## src/rtl/mpadd_pkg.sv

```systemverilog
// Shared types, widths and the word-count clamp used by the multi-precision
// add sequencer and its adder.
package mpadd_pkg;

  localparam int DATA_W = 16;

  typedef enum logic [1:0] {
    IDLE  = 2'd0,
    RUN   = 2'd1,
    DRAIN = 2'd2
  } state_e;

  // A request for zero words still performs one word; oversize requests saturate.
  function automatic int unsigned clamp_words(input int unsigned n,
                                              input int unsigned max_words);
    if (n == 0) return 1;
    if (n > max_words) return max_words;
    return n;
  endfunction

endpackage

```

## src/rtl/add16_cin.sv

```systemverilog
// Combinational 16-bit add-with-carry slice, time-shared by the sequencer
// across all words of an operation.
module add16_cin
  import mpadd_pkg::*;
(
  input  logic [DATA_W-1:0] a,
  input  logic [DATA_W-1:0] b,
  input  logic              cin,
  output logic [DATA_W-1:0] sum,
  output logic              cout
);

  logic [DATA_W:0] total;

  assign total       = {1'b0, a} + {1'b0, b} + {{DATA_W{1'b0}}, cin};
  assign {cout, sum} = total;

endmodule

```

## src/rtl/mpadd_seq_ctrl.sv

```systemverilog
// Multi-precision add sequencer: takes a word-count command, streams operand
// pairs LSW first through one shared adder and emits registered result words.
module mpadd_seq_ctrl
  import mpadd_pkg::*;
#(
  parameter int MAX_WORDS = 8,
  parameter int CNT_W     = 4
) (
  input  logic              clk,
  input  logic              rst_n,
  input  logic              start_valid,
  output logic              start_ready,
  input  logic [CNT_W-1:0]  start_nwords,
  input  logic              start_cin,
  input  logic              op_valid,
  output logic              op_ready,
  input  logic [DATA_W-1:0] op_a,
  input  logic [DATA_W-1:0] op_b,
  output logic              res_valid,
  input  logic              res_ready,
  output logic [DATA_W-1:0] res_d,
  output logic              res_last,
  output logic              res_carry,
  output logic              res_zero,
  output logic              busy
);

  state_e            state_q, state_d;
  logic [CNT_W-1:0]  remaining_q, remaining_d;
  logic              carry_q, carry_d;
  logic              zacc_q, zacc_d;
  logic              res_valid_q, res_valid_d;
  logic [DATA_W-1:0] res_d_q, res_d_d;
  logic              res_last_q, res_last_d;
  logic              res_carry_q, res_carry_d;
  logic              res_zero_q, res_zero_d;

  logic [DATA_W-1:0] sum;
  logic              cout;
  logic              op_hs;
  logic              res_hs;
  logic              sum_zero;
  logic              final_word;

  add16_cin u_add (
    .a    (op_a),
    .b    (op_b),
    .cin  (carry_q),
    .sum  (sum),
    .cout (cout)
  );

  assign start_ready = (state_q == IDLE);
  assign busy        = (state_q != IDLE);
  // The output register frees when it is empty or being drained this cycle.
  assign op_ready    = (state_q == RUN) && (!res_valid_q || res_ready);

  assign op_hs      = op_valid && op_ready;
  assign res_hs     = res_valid_q && res_ready;
  assign sum_zero   = (sum == '0);
  assign final_word = (remaining_q == CNT_W'(1));

  assign res_valid = res_valid_q;
  assign res_d     = res_d_q;
  assign res_last  = res_last_q;
  assign res_carry = res_carry_q;
  assign res_zero  = res_zero_q;

  always_comb begin
    state_d     = state_q;
    remaining_d = remaining_q;
    carry_d     = carry_q;
    zacc_d      = zacc_q;
    res_valid_d = res_valid_q;
    res_d_d     = res_d_q;
    res_last_d  = res_last_q;
    res_carry_d = res_carry_q;
    res_zero_d  = res_zero_q;

    case (state_q)
      IDLE: begin
        if (start_valid) begin
          remaining_d = CNT_W'(clamp_words(32'(start_nwords), 32'(MAX_WORDS)));
          carry_d     = start_cin;
          zacc_d      = 1'b1;
          state_d     = RUN;
        end
      end

      RUN: begin
        if (res_hs) begin
          res_valid_d = 1'b0;
        end
        if (op_hs) begin
          res_d_d     = sum;
          res_valid_d = 1'b1;
          carry_d     = cout;
          zacc_d      = zacc_q & sum_zero;
          remaining_d = remaining_q - CNT_W'(1);
          if (final_word) begin
            res_last_d  = 1'b1;
            res_carry_d = cout;
            res_zero_d  = zacc_q & sum_zero;
            state_d     = DRAIN;
          end
        end
      end

      DRAIN: begin
        if (res_hs) begin
          res_valid_d = 1'b0;
          res_last_d  = 1'b0;
          res_carry_d = 1'b0;
          res_zero_d  = 1'b0;
          state_d     = IDLE;
        end
      end

      default: begin
        state_d = IDLE;
      end
    endcase
  end

  always_ff @(posedge clk or negedge rst_n) begin
    if (!rst_n) begin
      state_q     <= IDLE;
      remaining_q <= '0;
      carry_q     <= 1'b0;
      zacc_q      <= 1'b0;
      res_valid_q <= 1'b0;
      res_d_q     <= '0;
      res_last_q  <= 1'b0;
      res_carry_q <= 1'b0;
      res_zero_q  <= 1'b0;
    end else begin
      state_q     <= state_d;
      remaining_q <= remaining_d;
      carry_q     <= carry_d;
      zacc_q      <= zacc_d;
      res_valid_q <= res_valid_d;
      res_d_q     <= res_d_d;
      res_last_q  <= res_last_d;
      res_carry_q <= res_carry_d;
      res_zero_q  <= res_zero_d;
    end
  end

endmodule

```

## config.mk

```make
export PLATFORM = sky130hd
export DESIGN_NAME = mpadd_seq_ctrl
export DESIGN_NICKNAME = d
export VERILOG_FILES = /design/src/rtl/mpadd_pkg.sv /design/src/rtl/add16_cin.sv /design/src/rtl/mpadd_seq_ctrl.sv
export SDC_FILE = /design/constraint.sdc
export NUM_CORES = 1
export LEC_CHECK = 0
export BUFFER_PORTS_ARGS = -buffer_cell sky130_fd_sc_hd__buf_2
export CORE_UTILIZATION = 35
export DETAILED_ROUTE_END_ITERATION = 16
export GPL_TIMING_DRIVEN = 0
export HOLD_SLACK_MARGIN = 0.05
export PLACE_DENSITY = 0.56
export REMOVE_ABC_BUFFERS = 1
export SLEW_MARGIN = 0
export SYNTH_ARGS = -nofsm -noshare
export SYNTH_HDL_FRONTEND = slang
export SYNTH_SLANG_ARGS = --single-unit
```

## constraint.sdc

```tcl
create_clock -name clk -period 7.7 [get_ports clk]
set_clock_uncertainty 0.05 [all_clocks]
set_input_delay 0.385 -clock clk [delete_from_list [all_inputs] [get_ports clk]]
set_output_delay 0.385 -clock clk [all_outputs]
set_load 0.01 [all_outputs]
```

### After elaboration in Yosys (flattened, before gate mapping)

Index checks and enable logic that the tools add are counted.

| operators by class | value |
|---|---|
| equality and inequality tests | 7 |
| reductions and logical operators | 15 |
| bitwise gates (word level) | 1 |
| multiplexer cells | 38 |
| add/sub/neg operators | 3 |
| $lt $le $gt $ge | 1 |

Operator list:

| operator | number |
|---|---|
| 1-bit 2-to-1 mux | 21 |
| 4-bit 2-to-1 mux | 5 |
| 16-bit by 16-bit adder with 17-bit output | 1 |
| 17-bit by 1-bit adder with 17-bit output | 1 |
| 16-bit logical NOT | 1 |
| 1-bit one-hot mux with 2 select lines | 6 |
| 2-bit 2-to-1 mux | 4 |
| 2-bit != test, second input constant | 4 |
| 4-bit one-hot mux with 2 select lines | 1 |
| 4-bit AND reduction | 2 |
| 2-bit one-hot mux with 3 select lines | 1 |
| 2-bit nonzero test | 3 |
| 4-bit by 1-bit equality test with 1-bit output, second input constant | 1 |
| 4-bit greater-than comparator, second input constant | 1 |
| 4-bit logical NOT | 1 |
| 4-bit by 1-bit subtractor with 4-bit output, second input constant | 1 |
| 1-bit logical AND | 3 |
| 3-bit AND reduction | 1 |
| 2-bit by 1-bit equality test with 1-bit output, second input constant | 1 |
| 2-bit equality test, second input constant | 1 |
| 2-bit logical NOT | 1 |
| 2-bit AND reduction | 1 |
| 1-bit bitwise AND | 1 |
| 1-bit logical NOT | 1 |
| 1-bit logical OR | 1 |

| storage, ports and cells | value |
|---|---|
| register bits | 28 |
| input bits | 42 |
| word-level logic and storage cells | 74 |
| output and inout port bits | 23 |

### Logic depth before layout (Yosys ltp)

Gate-level depths: netlist of the first run.

| depth | value |
|---|---|
| depth after elaboration | 11 |
| mapped depth | 10 |
| mapped depth without buffers | 10 |

### Cells and area by module

A second synthesis of the first run with hierarchy kept.

| second synthesis, totals | value |
|---|---|
| cell total of the unflattened synthesis | 212 |
| area, all modules | 2,165.8 um^2 |

Modules (own cells, without submodules):

| module | times used | cells each | seq. area each (um^2) | area an instance (um^2) |
|---|---|---|---|---|
| mpadd_seq_ctrl | 1 | 123 | 700.7 | 1,432.6 |
| add16_cin | 1 | 89 | 0.0 | 733.2 |

### Least setup slack after synthesis of the first run

Ideal clock, no wire load.

| timing path | value |
|---|---|
| kind | in2reg |
| start | in op_a[0] |
| end | reg res_carry_q, in the netlist res_carry |
| slack | 5,105 ps |
| data required time | 7,529 ps |
| library setup time | 121 ps |
| buffers on the path | 0 |
| data arrival time | 2,424 ps |
| stages on the path | 10 |
| cell sequence | fa_1 inv_1 fa_1 nor2b_4 o2111ai_2 a21oi_2 or3b_1 a21o_1 a31o_1 a22o_1 |

| between the ends | value |
|---|---|
| longest elaborated chain between the ends | 5 |

Ends and longest elaborated chain:

| what | line | RTL |
|---|---|---|
| start, declared | mpadd_seq_ctrl.sv:17 | `input logic [DATA_W-1:0] op_a,` |
| 16-bit by 16-bit adder with 17-bit output | add16_cin.sv:15 | `assign total = {1'b0, a} + {1'b0, b} + {{DATA_W{1'b0}}, cin};` |
| 17-bit by 1-bit adder with 17-bit output | add16_cin.sv:15 |  |
| 1-bit 2-to-1 mux | mpadd_seq_ctrl.sv:100 | `if (final_word) begin` |
| 1-bit 2-to-1 mux | mpadd_seq_ctrl.sv:94 | `if (op_hs) begin` |
| 1-bit one-hot mux with 2 select lines | mpadd_seq_ctrl.sv:80 | `case (state_q)` |
| end signal, assigned | mpadd_seq_ctrl.sv:144 | `res_carry_q <= res_carry_d;` |
| end, declared | mpadd_seq_ctrl.sv:35 | `logic res_carry_q, res_carry_d;` |

No other way between the ends. The select of a mux whose other input is x is not followed.
A chain may end at the register's enable or synchronous reset.

### Final worst setup path of the first run

| timing path | value |
|---|---|
| start | reg carry_q |
| end | reg carry_q |

| between the ends | value |
|---|---|
| longest elaborated chain between the ends | 3 |

Ends and longest elaborated chain:

| what | line | RTL |
|---|---|---|
| start, declared | mpadd_seq_ctrl.sv:30 | `logic carry_q, carry_d;` |
| start signal, assigned | mpadd_seq_ctrl.sv:139 | `carry_q <= carry_d;` |
| 17-bit by 1-bit adder with 17-bit output | add16_cin.sv:15 |  |
| 1-bit 2-to-1 mux | mpadd_seq_ctrl.sv:94 |  |
| 1-bit one-hot mux with 2 select lines | mpadd_seq_ctrl.sv:80 |  |

No other way between the ends. The select of a mux whose other input is x is not followed.

==> results of run 1 <==
[critical path: stages (launching register included)]
cell and delay [ps]:
dfrtp_1 410, fa_1 410, inv_1 80, fa_1 240, nor2b_4 60, o2111ai_2 300, a21oi_2 120, or3b_1 370
a21o_1 200, a311oi_1 360, o21ai_0 140
[layout make-up]
type | instances | area, µm² | area share
Clock buffer | 3 | 41.3 | 0.0155
Clock inverter | 1 | 30.0 | 0.0113
Inverter | 10 | 37.5 | 0.0141
Multi-Input combinational cell | 204 | 1440 | 0.540
Sequential cell | 28 | 701 | 0.263
Tap cell | 75 | 93.8 | 0.0353
Timing Repair Buffer | 64 | 320 | 0.120
[worst min path at each step]
stage	from	to	slack (ps)	cells after the start
floorplan	rst_n	carry_q	40	0
global placement	rst_n	res_d[4]	400	1
detailed placement	rst_n	res_d[4]	390	1
CTS	rst_n	res_d[4]	80	1
global route	rst_n	res_d[7]	110	1
finish	rst_n	res_d[4]	60	1
[stage by stage]
step | setup WS, ps | power (mW) | area, µm² | instances
after floorplan | 5100 | 0.526 | 2170 | 242
after global placement | 4670 | 0.659 | 2590 | 381
after detailed placement | 4670 | 0.666 | 2590 | 381
after CTS | 4810 | 0.783 | 2660 | 385
after global routing | 4640 | 0.847 | 2660 | 385
final | 4820 | 0.772 | 2660 | 385
[logic make-up after synthesis]
kind of cell | Yosys count | share of synthesized area
and+or+nand+nor | 75 | 0.166
buffers and inverters | 17 | 0.0421
adders and majority gates | 22 | 0.130
AOI/OAI and AO/OA | 88 | 0.264
muxes | 9 | 0.0443
xor gates and xnor gates | 10 | 0.0393
DFF | 28 | 0.314
[power by group through the flow]
stage | clock (mW) | combinational, mW | sequential (mW)
detailed placement | 0 | 0.405 | 0.261
floorplan | 0 | 0.251 | 0.275
global route | 0.127 | 0.454 | 0.266
finish | 0.116 | 0.399 | 0.257
global placement | 0 | 0.399 | 0.260
CTS | 0.119 | 0.406 | 0.258
[Yosys cell counts (4+ instances only)]
| cell type | instances |
|---|---|
| a211oi_1 | 5 |
| a21o_1 | 7 |
| a21oi_1 | 16 |
| dfrtp_1 | 28 |
| ha_1 | 20 |
| inv_1 | 10 |
| mux2_2 | 7 |
| nand2_1 | 29 |
| nand4_1 | 5 |
| nor2_1 | 16 |
| nor3_1 | 4 |
| o211ai_1 | 4 |
| o21a_1 | 4 |
| o21ai_0 | 29 |
| xnor2_1 | 4 |
| xor2_1 | 6 |
[cell usage in the layout (no fill, tap or decap), drive strengths merged, types with 3 or more instances in the layout]
master	instances
o21ai	30
ha	20
nor2b	3
xor2	6
a211oi	6
dfrtp	28
mux2	7
o21a	4
a21oi	19
buf	64
nor2	16
nand4	5
nand3	3
nor3	4
clkbuf	3
o211ai	4
and2	4
a221oi	3
xnor2	4
inv	10
nand2b	3
nand2	29
a21o	9
[flip-flops by register name (all words and copies together) (netlist names)]
signal / flops
res_zero: 1
carry_q: 1
state_q: 2
zacc_q: 1
res_valid: 1
res_carry: 1
remaining_q: 4
res_last: 1
res_d: 16
[metal layers]
metal  up-vias  share of wire
met5         -              0
met4         0         0.0037
met3         2          0.046
met2        45           0.46
met1       912           0.49
li1       1036              -
==> run_results.csv, run 1 <==
group,metric,value,unit
synth,synthArstFlopShare,1.00,
pwr,power_density,290,nW/µm²
placement,port_buffer_count,64,
critical_path,ff2ff_setup_slack,4820,ps
synth,yosys_warning_total,0,
timing,timing.final.max_slew_violations,0,
grt,groute.layer.met2.usage,0.260,
pwr,pwr-share-seq,0.333,
grt,grt_pass1_wl,8420,µm
timing,max_freq,348,MHz
pwr,p_leak,1.28,nW
finish,layout.nets,375,
pwr,internal_power,0.456,mW
cts,cts_hold_repair_buffers,0,
grt,grt_most_used_layer,"met2",
min_path,min_path_type,"in -> async",
critical_path,worst-r2r-cell-count,10,
timing,hold_viol_final,0,
timing,max_slew_margin,0.408,
pwr,power_frac_comb,0.517,
route,antenna_left,0,
cts,clk_pin_slew,100,ps
finish,area.growth.synth_to_final,19.2,%
synth,netlist_instances,249,
route,detail_route.vias_per_cell,5.18,
synth,seq_area_frac_synth,0.314,
floorplanning,die_h,81.8,µm
grt,use_met1,0.238,
route,route.vias.total,1995,
critical_path,start_kind,"flip-flop",
cts,cts.repair.resized,0,
floorplanning,io-pin-count,65,
timing,worst_hold_slack,61.1,ps
timing,layout_min_cycle_time,2880,ps
grt,grt_antenna_before_repair,0,
critical_path,worst_ep_arrival_time,2980,ps
placement,detailed_place_hpwl,4230,µm
floorplanning,start_util,0.370,
synth,cell_area_synth,2230,µm²
grt,grt_start_max_net_pins,29,
cts,clk-insertion-delay-late,280,ps
finish,num_antenna_cells,0,
route,dr.first_iter.drc_count,135,
cts,max-clock-path-buffers,2,
critical_path,critical_path_required,7810,ps
timing,final_report_setup_violation_count,0,
finish,fillerInstances,627,
synth,synth.lib_cells_used.distinct,56,
cts,tritoncts,"done",
critical_path,crit_path_max_fanout,5,
critical_path,crit_path_start,"carry_q",
floorplanning,rows,28,
route,detail_route.first_pass.iterations,4,
synth,synth_enable_flop_cells,0,
critical_path,crit_path_end,"carry_q",
synth,ys_dominant_reg_cell,"dfrtp_1",
grt,groute.usage.overall,0.164,
cts,clock-sinks,28,
synth,synth.top_cells.by_area,"dfrtp_1, ha_1, o21ai_0",
cts,clockRootBuffer,"clkbuf_8",
pwr,netSwitchingFraction,0.410,
floorplanning,chipWidth,81.8,µm
cts,htreeDepth,1,
grt,vias_in_the_first_global_route,1758,
critical_path,r2r-start,"carry_q",
placement,gp_congestion,0.803,
cts,cts_setup_buffers,0,
route,route.final.wire_length,5180,µm
cts,numCtsBuffers,3,
pwr,vdd.ir_drop.worst,133,µV
floorplanning,dieArea,6700,µm²
timing,final_min_period_over_clock_period,0.373,
finish,finish.utilization,0.441,
synth,library_cell_with_the_largest_summed_area_after_synthesis,"dfrtp_1",
route,wl_per_cell,13.4,µm
timing,unrepaired_setup_endpoints_after_global_routing,"false",
finish,final_layout_size_suffix_gt1_frac,0.287,
timing,setup_total_negative_slack,0,ps
synth,ys_seq_elements,28,
pwr,total_switching_power,0.316,mW
synth,post-synth-top-area-fraction,0.314,
pwr,proportion_of_power_drawn_by_the_clock_network,0.150,
critical_path,timing.setup.critical_path_class,"reg -> reg",
timing,max_slew.worst_pin.slew,886,ps
synth,average_cell_area_after_synthesis,8.96,µm²
critical_path,worst_setup_path_end_kind,"flip-flop",
run,drv.max_cap_violation_count,0,
critical_path,reg2reg_to,"carry_q",
grt,grt.overflow.total,0,
grt,gr-usage-met3,0.0289,
floorplanning,design.core.area,6030,µm²
route,drc,0,
run_status,run_status,"finished clean",
(Power assumes the default switching activity.)
==> inputs of run 2 (changes only) <==
==> constraint.sdc (replaced) <==
create_clock -name clk -period 3 [get_ports clk]
set_clock_uncertainty 0.05 [all_clocks]
set_input_delay 0.15 -clock clk [delete_from_list [all_inputs] [get_ports clk]]
set_output_delay 0.15 -clock clk [all_outputs]
set_load 0.01 [all_outputs]
==> run 2 against run 1 <==
Power grew to 2.6 times the previous value. Critical path depth stayed put. First-iteration DRC count rose by 4.4%. Largest cell class unchanged. Largest power group unchanged. Highest routed layer unchanged.
==> run_results.csv, run 2 (synthesized netlist as in run 1, its figures left out) <==
group,metric,value,unit
finish,layout.nets,376,
pwr,p_leak,1.29,nW
timing,final_report_setup_violation_count,0,
pwr,power_density,742,nW/µm²
pwr,pwr-share-seq,0.332,
cts,clk-insertion-delay-late,270,ps
finish,num_antenna_cells,0,
critical_path,cp.buffers_inverters,1,
floorplanning,io-pin-count,65,
placement,placed_cells_incl_taps,381,
finish,largest_register_ffs,16,
route,antenna_left,0,
placement,detailed_place_hpwl,4230,µm
cts,tritoncts,"done",
route,wl_per_cell,13.5,µm
grt,grt.overflow.total,0,
floorplanning,rows,28,
finish,final_area,2680,µm²
timing,final_min_period_over_clock_period,0.937,
finish,final_layout_size_suffix_gt1_frac,0.289,
finish,most-common-layout-cells,"buf_2, nand2_1, o21ai_0",
cts,max-clock-path-buffers,2,
cts,clockRootBuffer,"clkbuf_8",
critical_path,critical_path.slowest_cell,"dfrtp_1",
run_status,run_status,"finished clean",
cts,clock-sinks,28,
grt,groute.usage.overall,0.164,
critical_path,timing.critical_path.slowest_cell_delay,410,ps
pwr,power_frac_comb,0.518,
critical_path,crit_path_cell_trace,"fa_1 -> inv_1 -> fa_1 -> nor2b_4 -> o2111ai_2 -> a21oi_2 -> or3b_1 -> a21o_1 -> a311oi_2 -> o21ai_0",
critical_path,worst_setup_path_end_kind,"flip-flop",
timing,layout_min_cycle_time,2810,ps
route,route.vias.total,2004,
timing,max_freq,356,MHz
timing,max_slew_margin,0.409,
critical_path,crit_path_start,"carry_q",
floorplanning,die_h,81.8,µm
run,drv.max_cap_violation_count,0,
timing,timing.final.max_slew_violations,0,
pwr,netSwitchingFraction,0.410,
grt,grt_start_max_net_pins,29,
floorplanning,chipWidth,81.8,µm
pwr,vdd.ir_drop.worst,342,µV
cts,numCtsBuffers,3,
critical_path,crit_path_max_fanout,5,
route,detail_route.vias_per_cell,5.19,
timing,max_slew.worst_pin.slew,885,ps
critical_path,r2r-start,"carry_q",
critical_path,timing.setup.critical_path_class,"reg -> reg",
critical_path,worst_ep_arrival_time,2920,ps
placement,dp_worst_setup_slack,128,ps
grt,grt_pass1_wl,8420,µm
grt,grt_antenna_before_repair,0,
route,route.final.wire_length,5200,µm
critical_path,start_kind,"flip-flop",
finish,finish.cell_count_without_fillers,386,
cts,cts_setup_buffers,0,
route,drc,0,
grt,vias_in_the_first_global_route,1758,
route,detail_route.first_pass.iterations,4,
critical_path,critical_path_required,3110,ps
placement,gp_congestion,0.803,
placement,port_buffer_count,64,
cts,htreeDepth,1,
timing,unrepaired_setup_endpoints_after_global_routing,"false",
pwr,internal_power,1.17,mW
pwr,proportion_of_power_drawn_by_the_clock_network,0.150,
timing,post-route-worst-setup-slack,188,ps
min_path,min_path_type,"in -> reg",
floorplanning,start_util,0.370,
finish,fillerInstances,625,
pwr,total_switching_power,0.814,mW
timing,hold_viol_final,0,
finish,area.growth.synth_to_final,20.0,%
critical_path,critPathMostFrequentCell,"fa_1",
route,dr.first_iter.drc_count,141,
min_path,min_from,"op_valid",
timing,worst_hold_slack,99.9,ps
cts,clk_pin_slew,100,ps
placement,placement.cell_area,2590,µm²
floorplanning,design.core.area,6030,µm²
critical_path,cpLargestDelayFamily,"compound AO/OA/AOI/OAI gates",
timing,setup_total_negative_slack,0,ps
finish,final_common_cell,"buf_2",
floorplanning,dieArea,6700,µm²
==> run 2: final cells by class <==
class	instances	area (µm²)	area share
clock inverter	1	30.0	0.0112
inverter	10	37.5	0.0140
multi-input combinational	204	1440	0.539
timing repair buffer	65	330	0.123
sequential	28	701	0.262
clock buffer	3	41.3	0.0154
tap	75	93.8	0.0351
==> run 2: worst paths after layout <==
path	endpoint	slack [ps]	cells after the start
max	carry_q	190	10
min	res_d[13]	100	2
max reg2reg	carry_q	190	10
min reg2reg	res_d[4]	440	2
max in group asynchronous	res_carry	2110	2
min in group asynchronous	res_d[4]	370	2
==> run 2: power groups by stage <==
stage               Sequential (mW)  Combinational, mW  Clock (mW)
floorplan                     0.705              0.645           0
global placement              0.667               1.02           0
detailed placement            0.669               1.04           0
CTS                           0.663               1.04       0.306
global route                  0.683               1.17       0.326
finish                        0.660               1.03       0.297
==> run 2: per-stage QoR <==
step                 util  power [mW]
floorplan               -        1.35
global placement    0.430        1.69
detailed placement  0.430        1.71
CTS                 0.443        2.01
global route        0.444        2.18
finish              0.444        1.99
==> run 2: routing by layer <==
metal  up-vias  GRT usage  part of all wire
met2        44      0.260              0.46
met1       920      0.238              0.49
li1       1038          -                 -
met3         2     0.0289             0.046
met4         0     0.0158            0.0037
met5         -          0                 0
==> run 2: repair_timing <==
| action | 4_1_cts | 5_1_grt |
|---|---|---|
| hold buffers | 1 | 0 |
| endpoints found under the hold margin | 28 | 0 |
| resized for setup | 0 | 1 |
| setup endpoints to repair | 0 | 1 |
